[src/rtl/dallanma_pkg.sv]
// Shared encodings and helpers for the gshare predictor.
// Instruction kinds, 2-bit counter constants, checkpoint width.
package dallanma_pkg;

  localparam logic [1:0] TUR_BRANCH = 2'b00;
  localparam logic [1:0] TUR_JAL    = 2'b01;
  localparam logic [1:0] TUR_CALL   = 2'b10;
  localparam logic [1:0] TUR_RET    = 2'b11;

  localparam logic [1:0] SAYAC_GZ  = 2'b01;
  localparam logic [1:0] SAYAC_MAX = 2'b11;

  function automatic int ras_anlik_w(input int derinlik);
    return 2 * $clog2(derinlik) + 1;
  endfunction

endpackage

[src/rtl/ras_yigini.sv]
// Circular return-address stack with checkpoint restore.
// Restore selects the base {ptr,count}; push/pop then apply on top of it.
module ras_yigini #(
  parameter int RAS_DERINLIK = 8,
  parameter int PC_W         = 32,
  localparam int RAS_PW      = $clog2(RAS_DERINLIK)
) (
  input  logic              clk,
  input  logic              rst,
  input  logic              push,
  input  logic              pop,
  input  logic [PC_W-1:0]   push_data,
  input  logic              restore,
  input  logic [RAS_PW-1:0] restore_ptr,
  input  logic [RAS_PW:0]   restore_count,
  output logic [PC_W-1:0]   top,
  output logic [RAS_PW-1:0] ptr,
  output logic [RAS_PW:0]   count
);

  localparam logic [RAS_PW:0]   DOLU  = (RAS_PW + 1)'(RAS_DERINLIK);
  localparam logic [RAS_PW:0]   BIR_C = (RAS_PW + 1)'(1);
  localparam logic [RAS_PW-1:0] BIR_P = RAS_PW'(1);

  logic [PC_W-1:0]   mem [RAS_DERINLIK];
  logic [RAS_PW-1:0] base_ptr, ptr_n;
  logic [RAS_PW:0]   base_cnt, cnt_n;

  always_comb begin
    base_ptr = restore ? restore_ptr : ptr;
    base_cnt = restore ? restore_count : count;
    ptr_n    = base_ptr;
    cnt_n    = base_cnt;
    if (push) begin
      ptr_n = base_ptr + BIR_P;
      if (base_cnt != DOLU) cnt_n = base_cnt + BIR_C;
    end else if (pop && base_cnt != '0) begin
      ptr_n = base_ptr - BIR_P;
      cnt_n = base_cnt - BIR_C;
    end
  end

  always_ff @(posedge clk or posedge rst) begin
    if (rst) begin
      ptr   <= '0;
      count <= '0;
    end else begin
      ptr   <= ptr_n;
      count <= cnt_n;
    end
  end

  // Entries are never cleared; a full stack overwrites the oldest slot.
  always_ff @(posedge clk) begin
    if (push) mem[ptr_n] <= push_data;
  end

  assign top = mem[ptr];

endmodule

[src/rtl/gshare_dallanma_ongorucu.sv]
// gshare predictor: PHT of 2-bit counters, tagged BTB, circular RAS.
// One request per cycle, registered prediction with GHR/RAS checkpoint.
module gshare_dallanma_ongorucu
  import dallanma_pkg::*;
#(
  parameter int PC_W         = 32,
  parameter int PHT_GIRIS    = 64,
  parameter int GHR_W        = 6,
  parameter int BTB_GIRIS    = 32,
  parameter int TAG_W        = 8,
  parameter int RAS_DERINLIK = 8,
  localparam int PHT_IDX     = $clog2(PHT_GIRIS),
  localparam int BTB_IDX     = $clog2(BTB_GIRIS),
  localparam int RAS_PW      = $clog2(RAS_DERINLIK),
  localparam int CKP_W       = ras_anlik_w(RAS_DERINLIK)
) (
  input  logic             clk_g,
  input  logic             rst_g,
  input  logic             i_istek_gecerli,
  input  logic [PC_W-1:0]  i_istek_pc,
  input  logic [1:0]       i_istek_tur,
  input  logic             i_istek_comp,
  output logic             o_ongoru_gecerli,
  output logic             o_atla,
  output logic [PC_W-1:0]  o_hedef,
  output logic             o_btb_isabet,
  output logic [GHR_W-1:0] o_ghr_anlik,
  output logic [CKP_W-1:0] o_ras_anlik,
  input  logic             guncelle_gecerli_g,
  input  logic [PC_W-1:0]  i_g_pc,
  input  logic [1:0]       i_g_tur,
  input  logic             i_g_comp,
  input  logic             i_g_atladi,
  input  logic [PC_W-1:0]  i_g_hedef,
  input  logic             i_g_yanlis,
  input  logic [GHR_W-1:0] i_g_ghr,
  input  logic [CKP_W-1:0] i_g_ras
);

  logic [GHR_W-1:0]   ghr, ghr_n;
  logic [1:0]         pht [PHT_GIRIS];
  logic [BTB_GIRIS-1:0] btb_val;
  logic [TAG_W-1:0]   btb_tag [BTB_GIRIS];
  logic [PC_W-1:0]    btb_hdf [BTB_GIRIS];

  logic               kurtar, istek;
  logic [PHT_IDX-1:0] p_idx, g_pidx;
  logic [BTB_IDX-1:0] b_idx, g_bidx;
  logic [TAG_W-1:0]   p_tag, g_tag;
  logic [PC_W-1:0]    link_i, link_g;
  logic               isabet, sel_ras, sel_btb, sel_yok;
  logic               atla_c;
  logic [PC_W-1:0]    hedef_c;
  logic [1:0]         sayac, sayac_n;
  logic               btb_yaz;

  logic               ras_push, ras_pop;
  logic [PC_W-1:0]    ras_data, ras_top;
  logic [RAS_PW-1:0]  ras_ptr;
  logic [RAS_PW:0]    ras_cnt;

  logic unused_pc;
  assign unused_pc = ^{i_istek_pc, i_g_pc};

  // A mispredict squashes any request arriving in the same cycle.
  assign kurtar = guncelle_gecerli_g & i_g_yanlis;
  assign istek  = i_istek_gecerli & ~kurtar;

  assign p_idx  = i_istek_pc[PHT_IDX+1:2] ^ PHT_IDX'(ghr);
  assign b_idx  = i_istek_pc[BTB_IDX+1:2];
  assign p_tag  = i_istek_pc[BTB_IDX+2 +: TAG_W];
  assign g_pidx = i_g_pc[PHT_IDX+1:2] ^ PHT_IDX'(i_g_ghr);
  assign g_bidx = i_g_pc[BTB_IDX+1:2];
  assign g_tag  = i_g_pc[BTB_IDX+2 +: TAG_W];

  assign link_i = i_istek_pc + (i_istek_comp ? PC_W'(2) : PC_W'(4));
  assign link_g = i_g_pc + (i_g_comp ? PC_W'(2) : PC_W'(4));

  assign isabet  = btb_val[b_idx] & (btb_tag[b_idx] == p_tag);
  assign sel_ras = (i_istek_tur == TUR_RET) & (ras_cnt != '0);
  assign sel_btb = isabet & ~sel_ras;
  assign sel_yok = ~isabet & ~sel_ras;

  always_comb begin
    atla_c  = 1'b0;
    hedef_c = link_i;
    unique case (1'b1)
      sel_ras: begin
        atla_c  = 1'b1;
        hedef_c = ras_top;
      end
      sel_btb: begin
        hedef_c = btb_hdf[b_idx];
        atla_c  = (i_istek_tur == TUR_BRANCH) ? pht[p_idx][1] : 1'b1;
      end
      sel_yok: begin
        atla_c  = 1'b0;
        hedef_c = link_i;
      end
      default: ;
    endcase
  end

  always_ff @(posedge clk_g or posedge rst_g) begin
    if (rst_g) begin
      o_ongoru_gecerli <= 1'b0;
      o_atla           <= 1'b0;
      o_hedef          <= '0;
      o_btb_isabet     <= 1'b0;
      o_ghr_anlik      <= '0;
      o_ras_anlik      <= '0;
    end else begin
      o_ongoru_gecerli <= istek;
      o_atla           <= atla_c;
      o_hedef          <= hedef_c;
      o_btb_isabet     <= isabet;
      o_ghr_anlik      <= ghr;
      o_ras_anlik      <= {ras_ptr, ras_cnt};
    end
  end

  always_comb begin
    ghr_n = ghr;
    if (kurtar) begin
      ghr_n = (i_g_tur == TUR_BRANCH) ?
              GHR_W'({i_g_ghr, i_g_atladi}) : i_g_ghr;
    end else if (istek && i_istek_tur == TUR_BRANCH) begin
      ghr_n = GHR_W'({ghr, atla_c});
    end
  end

  always_ff @(posedge clk_g or posedge rst_g) begin
    if (rst_g) ghr <= '0;
    else       ghr <= ghr_n;
  end

  always_comb begin
    sayac   = pht[g_pidx];
    sayac_n = sayac;
    if (i_g_atladi) begin
      if (sayac != SAYAC_MAX) sayac_n = sayac + 2'd1;
    end else begin
      if (sayac != 2'b00) sayac_n = sayac - 2'd1;
    end
  end

  always_ff @(posedge clk_g or posedge rst_g) begin
    if (rst_g) begin
      for (int i = 0; i < PHT_GIRIS; i++) pht[i] <= SAYAC_GZ;
    end else if (guncelle_gecerli_g && i_g_tur == TUR_BRANCH) begin
      pht[g_pidx] <= sayac_n;
    end
  end

  assign btb_yaz = guncelle_gecerli_g & i_g_atladi & (i_g_tur != TUR_RET);

  always_ff @(posedge clk_g or posedge rst_g) begin
    if (rst_g)        btb_val <= '0;
    else if (btb_yaz) btb_val[g_bidx] <= 1'b1;
  end

  always_ff @(posedge clk_g) begin
    if (btb_yaz) begin
      btb_tag[g_bidx] <= g_tag;
      btb_hdf[g_bidx] <= i_g_hedef;
    end
  end

  // Recovery replays the resolved call/return on top of its checkpoint.
  always_comb begin
    ras_push = 1'b0;
    ras_pop  = 1'b0;
    ras_data = link_i;
    if (kurtar) begin
      ras_push = (i_g_tur == TUR_CALL);
      ras_pop  = (i_g_tur == TUR_RET);
      ras_data = link_g;
    end else if (istek) begin
      ras_push = (i_istek_tur == TUR_CALL);
      ras_pop  = (i_istek_tur == TUR_RET);
    end
  end

  ras_yigini #(
    .RAS_DERINLIK(RAS_DERINLIK),
    .PC_W        (PC_W)
  ) u_ras (
    .clk          (clk_g),
    .rst          (rst_g),
    .push         (ras_push),
    .pop          (ras_pop),
    .push_data    (ras_data),
    .restore      (kurtar),
    .restore_ptr  (i_g_ras[2*RAS_PW:RAS_PW+1]),
    .restore_count(i_g_ras[RAS_PW:0]),
    .top          (ras_top),
    .ptr          (ras_ptr),
    .count        (ras_cnt)
  );

endmodule

[config.mk]
export PLATFORM = sky130hd
export DESIGN_NAME = gshare_dallanma_ongorucu
export DESIGN_NICKNAME = d
export VERILOG_FILES = /design/src/rtl/dallanma_pkg.sv /design/src/rtl/ras_yigini.sv /design/src/rtl/gshare_dallanma_ongorucu.sv
export SDC_FILE = /design/constraint.sdc
export NUM_CORES = 2
export LEC_CHECK = 0
export BUFFER_PORTS_ARGS = -buffer_cell sky130_fd_sc_hd__buf_4
export CORE_MARGIN = 8
export CORE_UTILIZATION = 33
export CTS_BUF_LIST = sky130_fd_sc_hd__clkbuf_2 sky130_fd_sc_hd__clkbuf_4 sky130_fd_sc_hd__clkbuf_8
export DETAILED_ROUTE_END_ITERATION = 10
export PLACE_DENSITY = 0.56
export SLEW_MARGIN = 15
export SYNTH_ARGS = -nofsm -noshare
export SYNTH_HDL_FRONTEND = slang
export SYNTH_SLANG_ARGS = --single-unit
[constraint.sdc]
create_clock -name clk_g -period 9.6 [get_ports clk_g]
set_input_delay 1.44 -clock clk_g [delete_from_list [all_inputs] [get_ports clk_g]]
set_output_delay 1.44 -clock clk_g [all_outputs]
set_load 0.01 [all_outputs]
==> impl_metrics.csv <==
group,metric,value,unit
status,outcome,"complete, no violations",
synthesis,syn-cell-area,71050,um2
drt,wl,199.4,mm
synthesis,syn_inst,3659,
drt,viasPerCell,5.313,
layout,drive_above_1_share,0.3431,
power_and_ir_drop,combPwrFrac,0.110,
power_and_ir_drop,power.density,211.6,nW/um2
clock_tree,cts.sinks,1757,
die,die_y,480.0,um
placed_design,hpwl,108.4,mm
worst_hold_path,min_from,"u_ras.count[2]$_DFF_PP0_",
power_and_ir_drop,p_leak,0.02675,uW
synthesis,yosys-top-cells-area,"edfxtp_1, mux4_2, dfrtp_1",
die,num_rows,170,
clock_tree,path_clk_slew,0.06,ns
sta,fin_crit,5.555,ns
synthesis,yosys_register_bits,1757,
clock_tree,h-tree-depth,5,
clock_tree,cts_buffers,309,
drt,num_vias,37600,
drt,antenna_left,0,
die,die-area,230400,um2
layout,syn_to_final_growth,15.00,%
synthesis,yosysWarnings,0,
drt,wl_per_cell,28.18,um
worst_setup_path,end_kind,"register",
worst_setup_path,crit_path_max_fanout,72,
layout,finish.instance_area,81700,um2
power_and_ir_drop,switching_power,4204,uW
sta,hold_viol_final,0,
worst_setup_path,worst_path_dominant_cell_family,"buffers and inverters",
layout,fill_cells,19470,
worst_setup_path,critPathLaunch,"i_istek_pc[2]",
sta,clock_skew,0.07793,ns
sta,relSlewSlack,0.1928,
die,dieWidth,480.0,um
drt,dr.pass1.iters,6,
worst_hold_path,min_path_type,"reg -> reg",
layout,final_nets,4156,
clock_tree,postCtsSetupBuffers,0,
worst_setup_path,max_stage_delay,0.84,ns
worst_setup_path,cp_cell_sequence,"buf_8 -> buf_4 -> mux4_2 -> mux2i_1 -> nor2_1 -> o22ai_1 -> xor2_1 -> and4_1 -> nand3_2 -> inv_2 -> o311ai_0",
power_and_ir_drop,swShare,0.2432,
worst_setup_path,arrival,6.39,ns
drt,drt_iter0_markers,3588,
global_routing,grt_pass1_wl,284.5,mm
clock_tree,post_cts_resize_count,0,
clock_tree,ctsHoldBuffers,0,
sta,rsz0062_at_grt,"false",
sta,setup_viol,0,
global_routing,overflow,0,
clock_tree,clk_latency,1.00,ns
synthesis,synth.net_count,3790,
worst_setup_path,crit_required,10.43,ns
sta,final-max-slew-violation-count,0,
die,start_util,0.3314,
global_routing,grt_usage,0.1699,
global_routing,grt_start_max_net_pins,112,
synthesis,yosysTopAreaCell,"edfxtp_1",
run,maxCapViolCount,0,
synthesis,netlist.area_leader.share,0.6492,
clock_tree,cts_tree,"yes",
drt,drcViolationCount,0,
global_routing,antenna_found_initial,19,
power_and_ir_drop,p_total,17290,uW
synthesis,synth_seq_area_share,0.7282,
sta,fin_setup_tns,0,ns
placed_design,pre_cts_slack,3.003,ns
power_and_ir_drop,p_seq_frac,0.508,
die,core-area,214400,um2
worst_setup_path,startpoint_type,"input port",
sta,fin_ws,4.045,ns
synthesis,avgSynthCellArea,19.42,um2
sta,min_period_over_period,0.5787,
worst_setup_path,r2r_start,"btb_tag[31][7]$_DFFE_PP_",
die,ios,169,
power_and_ir_drop,intPower,13080,uW
sta,fmax,0.1800,GHz
synthesis,synthFlopType,"edfxtp_1",
placed_design,placed_area,75890,um2
sta,worst_pin_slew,1.204,ns
clock_tree,cts_root_buf,"clkbuf_8",
power_and_ir_drop,ir_drop,0.1408,mV
global_routing,grt_pass1_vias,38480,
placed_design,gp_congestion,0.7954,
worst_setup_path,crit_type,"in -> reg",
placed_design,portBuffers,168,
worst_setup_path,path_buf_inv,3,
worst_setup_path,slowest_stage,"buf_4",
synthesis,async_reset_ff_frac,0.1258,
synthesis,synth-edff-count,1536,
clock_tree,cts_buffer_depth,4,
power_and_ir_drop,p_clk_frac,0.382,
synthesis,synth_cell_types,72,
worst paths after layout:
check / endpoint / slack, ns / cells past startpoint
setup / recovery: o_hedef[5]$_DFF_PP0_ / 4.04 / 11
hold / removal: o_ras_anlik[2]$_DFF_PP0_ / 0.40 / 0
setup reg to reg: o_hedef[5]$_DFF_PP0_ / 5.46 / 9
hold reg to reg: o_ras_anlik[2]$_DFF_PP0_ / 0.40 / 0
max in group asynchronous: pht[27]$_DFFE_PP0P_ / 7.63 / 3
min in group asynchronous: o_ras_anlik[4]$_DFF_PP0_ / 0.48 / 2
stage by stage:
| stage | hold slack [ns] | utilization | cells |
|---|---|---|---|
| after global routing | 0.4146 | 0.3810 | 7073 |
| after global placement | 0.3791 | 0.3540 | 6552 |
| after CTS | 0.3983 | 0.3810 | 7070 |
| final | 0.3961 | 0.3811 | 7077 |
| after floorplan | 0.3520 | - | 3659 |
| after detailed placement | 0.3872 | 0.3540 | 6552 |
cells in the final DEF, fill, tap and decap left out, types with 8 or more instances in the layout:
cell	instances
clkbuf_4	114
clkinv_2	14
a211o_1	15
xor2_1	43
xnor2_1	35
inv_1	10
or2_2	37
nor2_1	121
nor3_2	10
clkbuf_8	330
mux2_2	44
a22oi_1	19
a221oi_1	16
a31oi_1	8
clkinv_1	52
mux2i_1	107
dfstp_2	64
o22ai_1	16
nand2_1	299
nor3_1	14
nand4_1	22
nor4_1	20
mux4_2	463
dfrtp_1	154
ha_1	8
nor2_4	36
a21oi_1	54
and3_1	14
nand3_1	34
buf_4	241
o21ai_0	89
o21ai_2	60
edfxtp_1	1536
o311ai_1	8
worst register-to-register path: stages (launching register included):
cell      delay, ns
edfxtp_1       0.36
mux4_2         0.47
o22ai_1        0.27
nor2_1         0.07
nor4b_1        0.14
nor4_1         0.75
and2_1         0.67
nand3_2        0.57
inv_2          0.45
o311ai_0       0.22
flip-flops by register name, summed over array words and instances, names as in the netlist:
register and flops:
ghr 6, pht 128, o_btb_isabet 1, btb_hdf 1024
o_atla 1, o_ghr_anlik 6, u_ras.count 4, o_ongoru_gecerli 1
u_ras.ptr 3, o_hedef 32, btb_val 32, btb_tag 256
o_ras_anlik 7, u_ras.mem 256
synth_stat cells (all sizes together), types with 22 or more instances:
master / n
clkbuf: 92
dfrtp: 157
xor2: 46
mux2i: 107
o21ai: 149
mux4: 469
nor2: 158
edfxtp: 1536
buf: 100
mux2: 44
nand4: 22
a21oi: 54
nor3: 24
nand2: 300
nand3: 36
dfstp: 64
or2: 37
xnor2: 39
power groups by stage:
stage / logic, uW / registers [uW] / clock network (uW)
final: 1910 / 8780 / 6600
after global routing: 2050 / 8810 / 7110
after CTS: 1930 / 8780 / 6780
after detailed placement: 1930 / 8940 / 0
after global placement: 1910 / 8930 / 0
after floorplan: 1300 / 8830 / 0
area by class of cell:
cell class              instances  area, um2  area share
diodes                          7      17.52   0.0002144
clock buffers                 444       5398     0.06606
clock inverters                74      395.4    0.004839
inverters                      12      52.55   0.0006432
multi-input cells            1698      18650      0.2282
flip-flops and latches       1757      51740      0.6333
well taps                    2838       3551     0.04346
repair buffers                247       1902     0.02328
metal layers:
layer / track usage / wire, um / vias up
met2: 0.2686 / 93890 / 1507
met5: 0 / 55 / -
met1: 0.2335 / 85000 / 20110
li1: - / - / 15640
met4: 0.05060 / 5454 / 8
met3: 0.04148 / 15000 / 334
logic make-up after synthesis:
| group | count (synthesis) | synth area share |
|---|---|---|
| flip-flops | 1757 | 0.7282 |
| AND/OR/NAND/NOR | 650 | 0.04066 |
| multiplexers | 620 | 0.1710 |
| AO/OA/AOI/OAI | 331 | 0.03216 |
| buffers and inverters | 204 | 0.01472 |
| XOR/XNOR | 85 | 0.01090 |
| adder cells (fa/ha/maj) | 12 | 0.002325 |
(Power assumes the default switching activity.)
